File: src/rtl/conv_code_pkg.sv
// Shared constants and types for the rate-1/2, K=3 convolutional code.
package conv_code_pkg;

    localparam int unsigned K          = 3;
    localparam int unsigned DATA_W_DEF = 8;
    localparam logic [K-1:0] G0_DEF    = 3'b111;
    localparam logic [K-1:0] G1_DEF    = 3'b101;

    typedef enum logic [1:0] {
        IDLE   = 2'd0,
        ENCODE = 2'd1,
        HOLD   = 2'd2
    } enc_state_e;

endpackage

File: src/rtl/conv_encoder_r12_if.sv
// Message-in / code-word-out handshake bundle for conv_encoder_r12.
interface conv_encoder_r12_if
    import conv_code_pkg::*;
#(
    parameter int unsigned DATA_W = DATA_W_DEF
);

    logic                  in_valid;
    logic                  in_ready;
    logic [DATA_W-1:0]     data_in;
    logic                  out_valid;
    logic                  out_ready;
    logic [2*DATA_W-1:0]   data_out;

    modport master (
        output in_valid, data_in, out_ready,
        input  in_ready, out_valid, data_out
    );

    modport slave (
        input  in_valid, data_in, out_ready,
        output in_ready, out_valid, data_out
    );

endinterface

File: src/rtl/conv_enc_step.sv
// One trellis step of the K=3 encoder: (b, s1, s2) -> (g0, g1, next s1, next s2).
module conv_enc_step
    import conv_code_pkg::*;
#(
    parameter logic [K-1:0] G0 = G0_DEF,
    parameter logic [K-1:0] G1 = G1_DEF
) (
    input  logic b_i,
    input  logic s1_i,
    input  logic s2_i,
    output logic g0_c,
    output logic g1_c,
    output logic s1_nxt_c,
    output logic s2_nxt_c
);

    logic [K-1:0] taps;

    // Parity of the tapped register contents, then advance the shift state.
    always_comb begin
        taps     = {b_i, s1_i, s2_i};
        g0_c     = ^(taps & G0);
        g1_c     = ^(taps & G1);
        s1_nxt_c = b_i;
        s2_nxt_c = s1_i;
    end

endmodule

File: src/rtl/conv_encoder_r12.sv
// Rate-1/2, K=3 convolutional encoder: one message word in, one code word out,
// encoded serially MSB-first.
// Build option: CONV_ENC_STATE_CARRY_EN keeps {s1,s2} across words (stream code);
// by default the trellis state is cleared whenever a word is accepted.
module conv_encoder_r12
    import conv_code_pkg::*;
#(
    parameter int unsigned  DATA_W = DATA_W_DEF,
    parameter logic [K-1:0] G0     = G0_DEF,
    parameter logic [K-1:0] G1     = G1_DEF
) (
    input  logic              clk,
    input  logic              rst,
    conv_encoder_r12_if.slave bus
);

    localparam int unsigned CODE_W = 2 * DATA_W;
    localparam int unsigned CNT_W  = (DATA_W > 1) ? $clog2(DATA_W) : 1;
    localparam logic [CNT_W-1:0] CNT_LAST = CNT_W'(DATA_W - 1);

    enc_state_e          state_q, state_d;
    logic [DATA_W-1:0]   shreg_q, shreg_d;
    logic [CODE_W-1:0]   code_q,  code_d;
    logic [CNT_W-1:0]    cnt_q,   cnt_d;
    logic                s1_q,    s1_d;
    logic                s2_q,    s2_d;
    logic                in_ready_q,  in_ready_d;
    logic                out_valid_q, out_valid_d;

    logic g0, g1, s1_nxt, s2_nxt;

    conv_enc_step #(
        .G0 (G0),
        .G1 (G1)
    ) u_step (
        .b_i      (shreg_q[DATA_W-1]),
        .s1_i     (s1_q),
        .s2_i     (s2_q),
        .g0_c     (g0),
        .g1_c     (g1),
        .s1_nxt_c (s1_nxt),
        .s2_nxt_c (s2_nxt)
    );

    // Next-state and next-output logic; outputs are derived from the next state.
    always_comb begin
        state_d = state_q;
        shreg_d = shreg_q;
        code_d  = code_q;
        cnt_d   = cnt_q;
        s1_d    = s1_q;
        s2_d    = s2_q;

        case (state_q)
            IDLE: begin
                if (bus.in_valid && in_ready_q) begin
                    shreg_d = bus.data_in;
                    cnt_d   = '0;
`ifndef CONV_ENC_STATE_CARRY_EN
                    s1_d    = 1'b0;
                    s2_d    = 1'b0;
`endif
                    state_d = ENCODE;
                end
            end
            ENCODE: begin
                // Pairs enter at the LSB end so the first pair lands at the MSBs.
                code_d  = {code_q[CODE_W-3:0], g0, g1};
                shreg_d = {shreg_q[DATA_W-2:0], 1'b0};
                s1_d    = s1_nxt;
                s2_d    = s2_nxt;
                if (cnt_q == CNT_LAST) begin
                    state_d = HOLD;
                end else begin
                    cnt_d = cnt_q + CNT_W'(1);
                end
            end
            HOLD: begin
                if (bus.out_ready) begin
                    state_d = IDLE;
                end
            end
            default: begin
                state_d = IDLE;
            end
        endcase

        in_ready_d  = (state_d == IDLE);
        out_valid_d = (state_d == HOLD);
    end

    // State and output registers with synchronous active-low reset.
    always_ff @(posedge clk) begin
        if (!rst) begin
            state_q     <= IDLE;
            shreg_q     <= '0;
            code_q      <= '0;
            cnt_q       <= '0;
            s1_q        <= 1'b0;
            s2_q        <= 1'b0;
            in_ready_q  <= 1'b1;
            out_valid_q <= 1'b0;
        end else begin
            state_q     <= state_d;
            shreg_q     <= shreg_d;
            code_q      <= code_d;
            cnt_q       <= cnt_d;
            s1_q        <= s1_d;
            s2_q        <= s2_d;
            in_ready_q  <= in_ready_d;
            out_valid_q <= out_valid_d;
        end
    end

    assign bus.in_ready  = in_ready_q;
    assign bus.out_valid = out_valid_q;
    assign bus.data_out  = code_q;

endmodule

File: src/flat_wrapper.sv
// flat-port wrapper written by rule: the top's interface ports become plain ports
module conv_encoder_r12_flat import conv_code_pkg::*;
#(
    parameter int unsigned  DATA_W = DATA_W_DEF,
    parameter logic [K-1:0] G0     = G0_DEF,
    parameter logic [K-1:0] G1     = G1_DEF
)
  (clk, rst, bus_in_valid, bus_data_in, bus_out_ready, bus_in_ready, bus_out_valid, bus_data_out);
  conv_encoder_r12_if #(.DATA_W(DATA_W)) bus_i ();
  input  logic clk;
  input  logic rst;
  input wire logic [$bits(bus_i.in_valid)-1:0] bus_in_valid;
  input wire logic [$bits(bus_i.data_in)-1:0] bus_data_in;
  input wire logic [$bits(bus_i.out_ready)-1:0] bus_out_ready;
  output wire logic [$bits(bus_i.in_ready)-1:0] bus_in_ready;
  output wire logic [$bits(bus_i.out_valid)-1:0] bus_out_valid;
  output wire logic [$bits(bus_i.data_out)-1:0] bus_data_out;
  assign bus_i.in_valid = bus_in_valid;
  assign bus_i.data_in = bus_data_in;
  assign bus_i.out_ready = bus_out_ready;
  assign bus_in_ready = bus_i.in_ready;
  assign bus_out_valid = bus_i.out_valid;
  assign bus_data_out = bus_i.data_out;
  conv_encoder_r12 #(.DATA_W(DATA_W), .G0(G0), .G1(G1)) u_core (.clk(clk), .rst(rst), .bus(bus_i));
endmodule
File: config.mk
export PLATFORM = sky130hd
export DESIGN_NAME = conv_encoder_r12_flat
export DESIGN_NICKNAME = d
export VERILOG_FILES = /design/src/rtl/conv_code_pkg.sv /design/src/rtl/conv_encoder_r12_if.sv /design/src/rtl/conv_enc_step.sv /design/src/rtl/conv_encoder_r12.sv /design/src/flat_wrapper.sv
export SDC_FILE = /design/constraint.sdc
export NUM_CORES = 1
export LEC_CHECK = 0
export CAP_MARGIN = 20
export CORE_MARGIN = 2
export CORE_UTILIZATION = 50
export DETAILED_ROUTE_END_ITERATION = 6
export PLACE_DENSITY = 0.79
export SLEW_MARGIN = 5
export SYNTH_ARGS = -nofsm -noshare
export SYNTH_HDL_FRONTEND = slang
export SYNTH_SLANG_ARGS = --single-unit
File: constraint.sdc
create_clock -name clk -period 4 [get_ports clk]
set_input_delay 1.2 -clock clk [delete_from_list [all_inputs] [get_ports clk]]
set_output_delay 1.2 -clock clk [all_outputs]
set_load 0.02 [all_outputs]
After elaboration in Yosys (flattened, before gate mapping)
Index checks and enable logic that the tools add are counted.
{ "op_classes": {"add_sub_neg": 1, "eq_ne": 6, "mux": 12, "reduce_logical": 8} }
{ "op_table": {"columns": ["op", "n"], "rows": [
  ["$pmux W8 S2", 1],
  ["$mux W8", 1],
  ["$mux W2", 3],
  ["$mux W3", 2],
  ["$pmux W2 S3", 1],
  ["$pmux W3 S2", 1],
  ["$reduce_xor A3 Y1", 2],
  ["$eq A2 B2 Y1 const B", 2],
  ["$logic_not A2 Y1", 2],
  ["$pmux W1 S2", 2],
  ["$add A3 B1 Y3 const B", 1],
  ["$eq A3 B3 Y1 const B", 1],
  ["$reduce_and A3 Y1", 1],
  ["$eq A2 B1 Y1 const B", 1],
  ["$ne A2 B1 Y1 const B", 1],
  ["$ne A2 B2 Y1 const B", 1],
  ["$reduce_and A2 Y1", 1],
  ["$reduce_bool A2 Y1", 1],
  ["$logic_and A1 B1 Y1", 1],
  ["$mux W1", 1]
]} }
{ "word_totals": {"regBits": 33, "input_bits": 12, "out_inout_bits": 18, "word_cells": 35} }

Longest topological paths before layout
Gate-level depths: netlist of run 1.
{ "depth": {"depth_word": 4, "depth_mapped": 6, "mapped_depth_nobuf": 5} }

Hierarchy
From an unflattened synthesis of run 1, not the netlist that was laid out.
{ "unflattened": {"hier_cells": 148, "area_unflattened_um2": 1435.1} }
{ "by_module_without_submodules": {"columns": ["module", "instances", "cells_each", "area_per_inst_um2"], "rows": [
  ["conv_encoder_r12", 1, 144, 1387.6],
  ["conv_enc_step", 1, 4, 47.5]
]} }

Worst setup path before layout of run 1
OpenSTA, ideal clock, no wires.
{ "synth_timing": {"path_kind": "input to register", "startpoint": "input bus_in_valid", "endpoint": "register u_core.shreg_q[1]", "arrival_ns": 1.910, "required_ns": 3.878, "path_slack_ns": 1.968, "stages": 4, "n_path_buf": 1, "path_cell_list": "a21oi_1 > buf_2 > o21bai_1 > o311a_1"} }
{ "synth_between": {"elab_chain_len": 3} }
{ "synth_lines": {"columns": ["item", "line_no", "text"], "rows": [
  ["start: declaration", "flat_wrapper.sv:12", "input wire logic [$bits(bus_i.in_valid)-1:0] bus_in_valid;"],
  ["$logic_and A1 B1 Y1", "conv_encoder_r12.sv:56", "if (bus.in_valid && in_ready_q) begin"],
  ["$ne A2 B1 Y1 (no source line)", null, null],
  ["$reduce_and A2 Y1 (no source line)", null, null],
  ["end signal: assignment", "conv_encoder_r12.sv:105", "shreg_q <= shreg_d;"],
  ["end: declaration", "conv_encoder_r12.sv:22", "logic [DATA_W-1:0] shreg_q, shreg_d;"]
]} }
No other way between the ends.
A chain may end at the register's enable or synchronous reset.

Worst setup path after layout of run 1
{ "layout_timing": {"startpoint": "input bus_in_valid", "endpoint": "register u_core.shreg_q[0]"} }
The elaborated chain is that of the path after synthesis.

==> impl_metrics.csv, run 1 <==
group,metric,value,unit
status,status,"complete, no violations",
worst_setup_path,reg2reg_from,"u_core.state_q[1]",
worst_setup_path,required,4260,ps
layout,final_cell_mix,"33 x nand2_1, 33 x dfxtp_1, 29 x clkdlybuf4s50_1",
routing,drc,0,
floorplanning,die_w,56.8,µm
floorplanning,core,0.00271,mm²
routing,drt_iter0_drc,30,
layout,nets,186,
timing,worst_pin_slew,1040,ps
timing,min_period_over_period,0.643,
worst_setup_path,cp_max_fo,15,
routing,routed-via-count,1125,
logic_synthesis,ys_top_cells_by_area,"dfxtp_1 47%, nand2_1 8.9%, a21boi_0 7.6%",
power,p_leak,0.000650,µW
worst_setup_path,critical-path-max-stage-delay,820,ps
logic_synthesis,syn_area_per_cell,9.53,µm²
layout,drive_above_1_share,0.0925,
logic_synthesis,seq_area_frac_synth,0.475,
worst_setup_path,critical-path-top-delay-family,"compound AO/OA/AOI/OAI gates",
layout,multi_input_area,661,µm²
floorplanning,num_rows,19,
cts,clk_pin_slew,100,ps
worst_setup_path,cp.arrival,2840,ps
floorplanning,initial_core_util,0.513,
worst_setup_path,crit_start,"bus_in_valid",
layout,register_area,661,µm²
timing,relSlewSlack,0.310,
worst_setup_path,worstPathCellList,"clkdlybuf4s50_1 > a21oi_1 > nor2_1 > o21ai_0",
logic_synthesis,yosys_warnings,0,
placed_design,gp_congestion,0.731,
cts,insertion_delay,340,ps
cts,cts-root-buf,"clkbuf_4",
logic_synthesis,synth_area,0.00139,mm²
routing,dr.pass1.iters,4,
timing,setup_viol,0,
layout,antenna_cells,0,
worst_setup_path,startpoint_type,"input port",
timing,hold_violations,0,
power,ir_drop,0.323,mV
cts,clock_path_buffers,2,
cts,cts_tree,"done",
logic_synthesis,synth_seq_cells,33,
logic_synthesis,synth_nets,160,
worst_setup_path,cp-end-kind,"register",
logic_synthesis,yosysTopAreaCellShare,0.475,
cts,post_cts_resize_count,0,
logic_synthesis,yosysUniqueCellTypes,29,
global_route,grtUsageTotal,0.174,
cts,clock_sinks,33,
worst_setup_path,setup.worst_path.class,"in -> reg",
floorplanning,io_pins,30,
power,p_total,700,µW
logic_synthesis,synth_top_area_cell,"dfxtp_1",
global_route,grt_max_degree,26,
placed_design,hpwl,1750,µm
timing,fmax,389,MHz
cts,numCtsBuffers,5,
power,pwr_density_cell,399,mW/mm²
timing,drv_slew,0,
timing,fin_worst_skew,17.4,ps
placed_design,port_buffers,29,
routing,wl_per_cell,12.5,µm
routing,final_antenna_net_count,0,
timing,period_minus_slack,2570,ps
logic_synthesis,netlist_instances,146,
routing,vias_per_cell,5.51,
global_route,grt_pass1_vias,1038,
layout,area_growth,26.1,%
cts,htreeDepth,2,
timing,tns,0,ps
worst_setup_path,crit_slowest_cell,"a21oi_1",
hold_path,hp-start,"u_core.bus.data_out[2]",
cts,postCtsHoldBufs,0,
job,maxCapViolCount,0,
floorplanning,dieArea,0.00322,mm²
global_route,antenna_found_initial,0,
timing,rsz0062_at_grt,"false",
hold_path,worstHoldPathType,"reg -> reg",
global_route,gr-total-overflow,0,
layout,num-fill-cells,240,
global_route,grt_pass1_wl,4370,µm
routing,wl,2540,µm
cts,cts_setup_buffers,0,
worst_setup_path,crit_buf_inv,1,
floorplanning,die_y,56.8,µm
==> synthesized netlist by cell type <==
master	count
and2_1	2
a21oi_1	2
o22ai_1	1
inv_1	1
xnor2_1	1
o21ai_0	3
buf_6	2
o311a_1	7
nor2b_1	3
o211a_1	1
or4b_1	1
o2bb2ai_1	2
buf_2	5
nor2_1	2
dfxtp_1	33
a21boi_0	14
nand2_1	33
nand3_1	3
mux2_2	6
nor3b_1	2
or2b_1	1
a2bb2oi_1	1
nand4_1	2
mux2_4	1
clkbuf_1	5
ha_1	2
nand2b_1	1
o21bai_1	7
a32o_1	2
==> where the power goes <==
part | internal (µW) | switching [µW]
logic | 47.0 | 43.8
clock network | 149 | 108
registers | 343 | 9.23
total | 540 | 161
==> cell families after synthesis <==
group / synth area share
AOI/OAI and AO/OA: 0.227
xor gates and xnor gates: 0.00630
adders and majority gates: 0.0180
buffers and inverters: 0.0504
DFF: 0.475
muxes: 0.0593
and+or+nand+nor: 0.165
==> tightest hold or removal path: stages, from the launching register on <==
cell,delay [ps]
dfxtp_1,330
nand2_1,50
a21boi_0,60
==> per-layer routing <==
metal / vias to the layer above / GRT usage / share of wire
met5: - / 0 / 0
met2: 39 / 0.299 / 0.48
li1: 569 / - / -
met4: 0 / 0.0631 / 0.016
met1: 512 / 0.196 / 0.42
met3: 5 / 0.0645 / 0.076
==> through the flow <==
stage	instance area, µm²	utilization	std cells	setup WS, ps	hold slack (ps)
2_1_floorplan	1390	-	146	1970	433
3_3_place_gp	1660	0.613	195	1190	450
3_5_place_dp	1670	0.616	196	1080	473
4_1_cts	1750	0.647	204	1440	485
5_1_grt	1750	0.647	204	1330	501
6_report	1750	0.647	204	1430	475
==> state kept, by name, summed over array words and instances, names as in the netlist <==
signal and flops:
u_core.bus.in_ready 1, u_core.s2_q 1, u_core.s1_q 1, u_core.state_q 2, u_core.shreg_q 8, u_core.bus.data_out 16
u_core.cnt_q 3, u_core.bus.out_valid 1
==> path summary, 6_finish.rpt <==
| check | slack, ps | end | cells past startpoint |
|---|---|---|---|
| worst max-delay path | 1430 | u_core.shreg_q[0] | 4 |
| worst min-delay path | 480 | u_core.bus.data_out[4] | 2 |
| worst max register to register | 1560 | u_core.shreg_q[6] | 3 |
| worst min register to register | 480 | u_core.bus.data_out[4] | 2 |
==> final cells by class <==
type	instances	area share
Clock inverter	1	0.0171
Inverter	1	0.00214
Tap cell	31	0.0221
Multi-Input combinational cell	100	0.377
Timing Repair Buffer	31	0.174
Sequential cell	33	0.377
Clock buffer	7	0.0314
Note: power is estimated with default switching activity, not from simulation.
==> inputs of run 2 (changes only) <==
--- a/config.mk
+++ b/config.mk
@@ -7,9 +7,9 @@
 export LEC_CHECK = 0
 export CAP_MARGIN = 20
 export CORE_MARGIN = 2
-export CORE_UTILIZATION = 50
+export CORE_UTILIZATION = 49
 export DETAILED_ROUTE_END_ITERATION = 6
-export PLACE_DENSITY = 0.79
+export PLACE_DENSITY = 0.77
 export SLEW_MARGIN = 5
 export SYNTH_ARGS = -nofsm -noshare
 export SYNTH_HDL_FRONTEND = slang
==> constraint.sdc (replaced) <==
create_clock -name clk -period 2.4 [get_ports clk]
set_input_delay 0.72 -clock clk [delete_from_list [all_inputs] [get_ports clk]]
set_output_delay 0.72 -clock clk [all_outputs]
set_load 0.02 [all_outputs]
==> run 2 against run 1 <==
Net effect:
- first-iteration DRC count up 27%
- routed wire length grew 2.1%
- sequential power rose by 67%
- combinational power grew 74%
- critical path depth down 3
- die area rose by 1.9%
- largest cell class unchanged
- highest routed layer unchanged
==> impl_metrics.csv, run 2 (synthesized netlist as in run 1, its figures left out) <==
group,metric,value,unit
status,status,"complete, no violations",
routing,wl,2590,µm
routing,routed-via-count,1111,
floorplanning,die_w,57.3,µm
power,pwr_density_cell,593,mW/mm²
floorplanning,io_pins,30,
worst_setup_path,critical-path-max-stage-delay,620,ps
global_route,grtUsageTotal,0.180,
global_route,grt_pass1_wl,4540,µm
cts,cts_setup_buffers,0,
worst_setup_path,required,1680,ps
cts,postCtsHoldBufs,0,
global_route,grt.busiest_layer,"met2",
hold_path,hp-start,"u_core.shreg_q[0]",
timing,fmax,486,MHz
timing,worst_pin_slew,692,ps
worst_setup_path,reg2reg_from,"u_core.state_q[0]",
timing,setup_slack,340,ps
routing,drt_iter0_drc,38,
power,pwr-share-comb,0.152,
layout,fin_area,0.00175,mm²
power,swShare,0.261,
worst_setup_path,crit_slowest_cell,"clkdlybuf4s50_1",
power,p_switching,272,µW
worst_setup_path,worstPathCellList,"clkdlybuf4s50_1",
layout,post-route-util,0.640,
power,sequentialPowerShare,0.567,
cts,clock_sinks,33,
layout,drive_above_1_share,0.113,
hold_path,worstHoldPathType,"reg -> reg",
worst_setup_path,cp-end-kind,"primary output",
cts,post_cts_resize_count,0,
worst_setup_path,cp_max_fo,3,
timing,min_period_over_period,0.858,
placed_design,gp_congestion,0.714,
global_route,grtUsageMet3,0.0635,
layout,nets,190,
timing,relSlewSlack,0.539,
floorplanning,die_y,57.3,µm
layout,final_cell_mix,"33 x nand2_1, 33 x dfxtp_1, 29 x clkdlybuf4s50_1",
worst_setup_path,reg2reg_depth,4,
placed_design,post_dp_cell_area,0.00170,mm²
worst_setup_path,cp.arrival,1340,ps
global_route,antenna_found_initial,0,
worst_setup_path,r2r_end,"u_core.bus.data_out[1]",
power,p_leak,0.000656,µW
floorplanning,core,0.00273,mm²
timing,period_minus_slack,2060,ps
job,maxCapViolCount,0,
routing,wl_per_cell,12.5,µm
routing,vias_per_cell,5.34,
routing,final_antenna_net_count,0,
timing,setup_viol,0,
timing,whs,471,ps
worst_setup_path,critical-path-top-delay-family,"buffers and inverters",
routing,drc,0,
cts,insertion_delay,340,ps
cts,htreeDepth,2,
power,power.internal,767,µW
cts,clk_pin_slew,100,ps
worst_setup_path,cp.depth,1,
hold_path,whs_endpoint,"u_core.shreg_q[0]",
routing,dr.pass1.iters,4,
worst_setup_path,rrSetupSlack,630,ps
layout,antenna_cells,0,
timing,rsz0062_at_grt,"false",
floorplanning,num_rows,19,
worst_setup_path,setup.worst_path.class,"reg -> out",
cts,cts_tree,"done",
cts,numCtsBuffers,5,
timing,tns,0,ps
timing,fin_worst_skew,11.8,ps
global_route,gr-total-overflow,0,
global_route,grt_max_degree,23,
layout,area_growth,25.8,%
global_route,grt_pass1_vias,1039,
power,clockPowerShare,0.281,
worst_setup_path,crit_buf_inv,1,
power,ir_drop,0.453,mV
cts,clock_path_buffers,2,
global_route,grt.met2_usage,0.282,
hold_path,holdPathStages,2,
placed_design,port_buffers,29,
floorplanning,dieArea,0.00328,mm²
cts,cts-root-buf,"clkbuf_4",
placed_design,hpwl,1830,µm
layout,largest_reg_flops,16,
floorplanning,initial_core_util,0.509,
placed_design,post-place-ws,498,ps
timing,hold_violations,0,
worst_setup_path,startpoint_type,"register",
global_route,grtUsageMet1,0.224,
timing,drv_slew,0,
-- run 2: cell types whose count changed in the layout (fill, tap and decap cells not counted), sizes merged --
cell | previous run | this run
buf | 2 | 6
clkinv | 0 | 2
bufinv | 1 | 0
clkbuf | 7 | 6
-- run 2: area by class of cell --
cell class	instances	area, µm²
flip-flops and latches	33	661
fillers	253	983
well taps	31	38.8
clock buffers	6	41.3
inverters	1	3.75
repair buffers	35	335
multi-input cells	100	661
clock inverters	2	10.0
-- run 2: through the flow --
step | instances | total power (µW)
after detailed placement | 200 | 759
after global routing | 208 | 1100
final | 208 | 1040
after floorplan | 146 | 711
after global placement | 200 | 754
after CTS | 208 | 1050
-- run 2: how the worst max path moves through the flow --
stage | startpoint | endpoint | slack [ps]
2_1_floorplan | bus_in_valid | u_core.shreg_q[1] | 850
3_3_place_gp | bus_in_valid | u_core.shreg_q[7] | 520
3_5_place_dp | bus_in_valid | u_core.shreg_q[2] | 500
4_1_cts | u_core.bus.in_ready | bus_in_ready | 340
5_1_grt | u_core.bus.in_ready | bus_in_ready | 290
6_report | u_core.bus.in_ready | bus_in_ready | 340
-- run 2: per-layer routing --
layer  share of wire  wire length [µm]
met3           0.061               159
met5               0                 0
met2            0.44              1140
met1            0.48              1250
met4           0.017                44
-- run 2: power by group through the flow --
stage          clock (µW)  combinational, µW  sequential [µW]
4_1_cts               302                159              588
3_3_place_gp            0                154              600
2_1_floorplan           0                108              603
5_1_grt               330                175              592
3_5_place_dp            0                158              601
6_report              292                158              589
==> inputs of run 3 (changes only) <==
--- a/config.mk
+++ b/config.mk
@@ -8,6 +8,7 @@
 export CAP_MARGIN = 20
 export CORE_MARGIN = 2
 export CORE_UTILIZATION = 49
+export CTS_CLUSTER_SIZE = 28
 export DETAILED_ROUTE_END_ITERATION = 6
 export PLACE_DENSITY = 0.77
 export SLEW_MARGIN = 5
==> results of run 3 <==
Same layout as run 2: the final DEF is identical, and so are final timing and power.
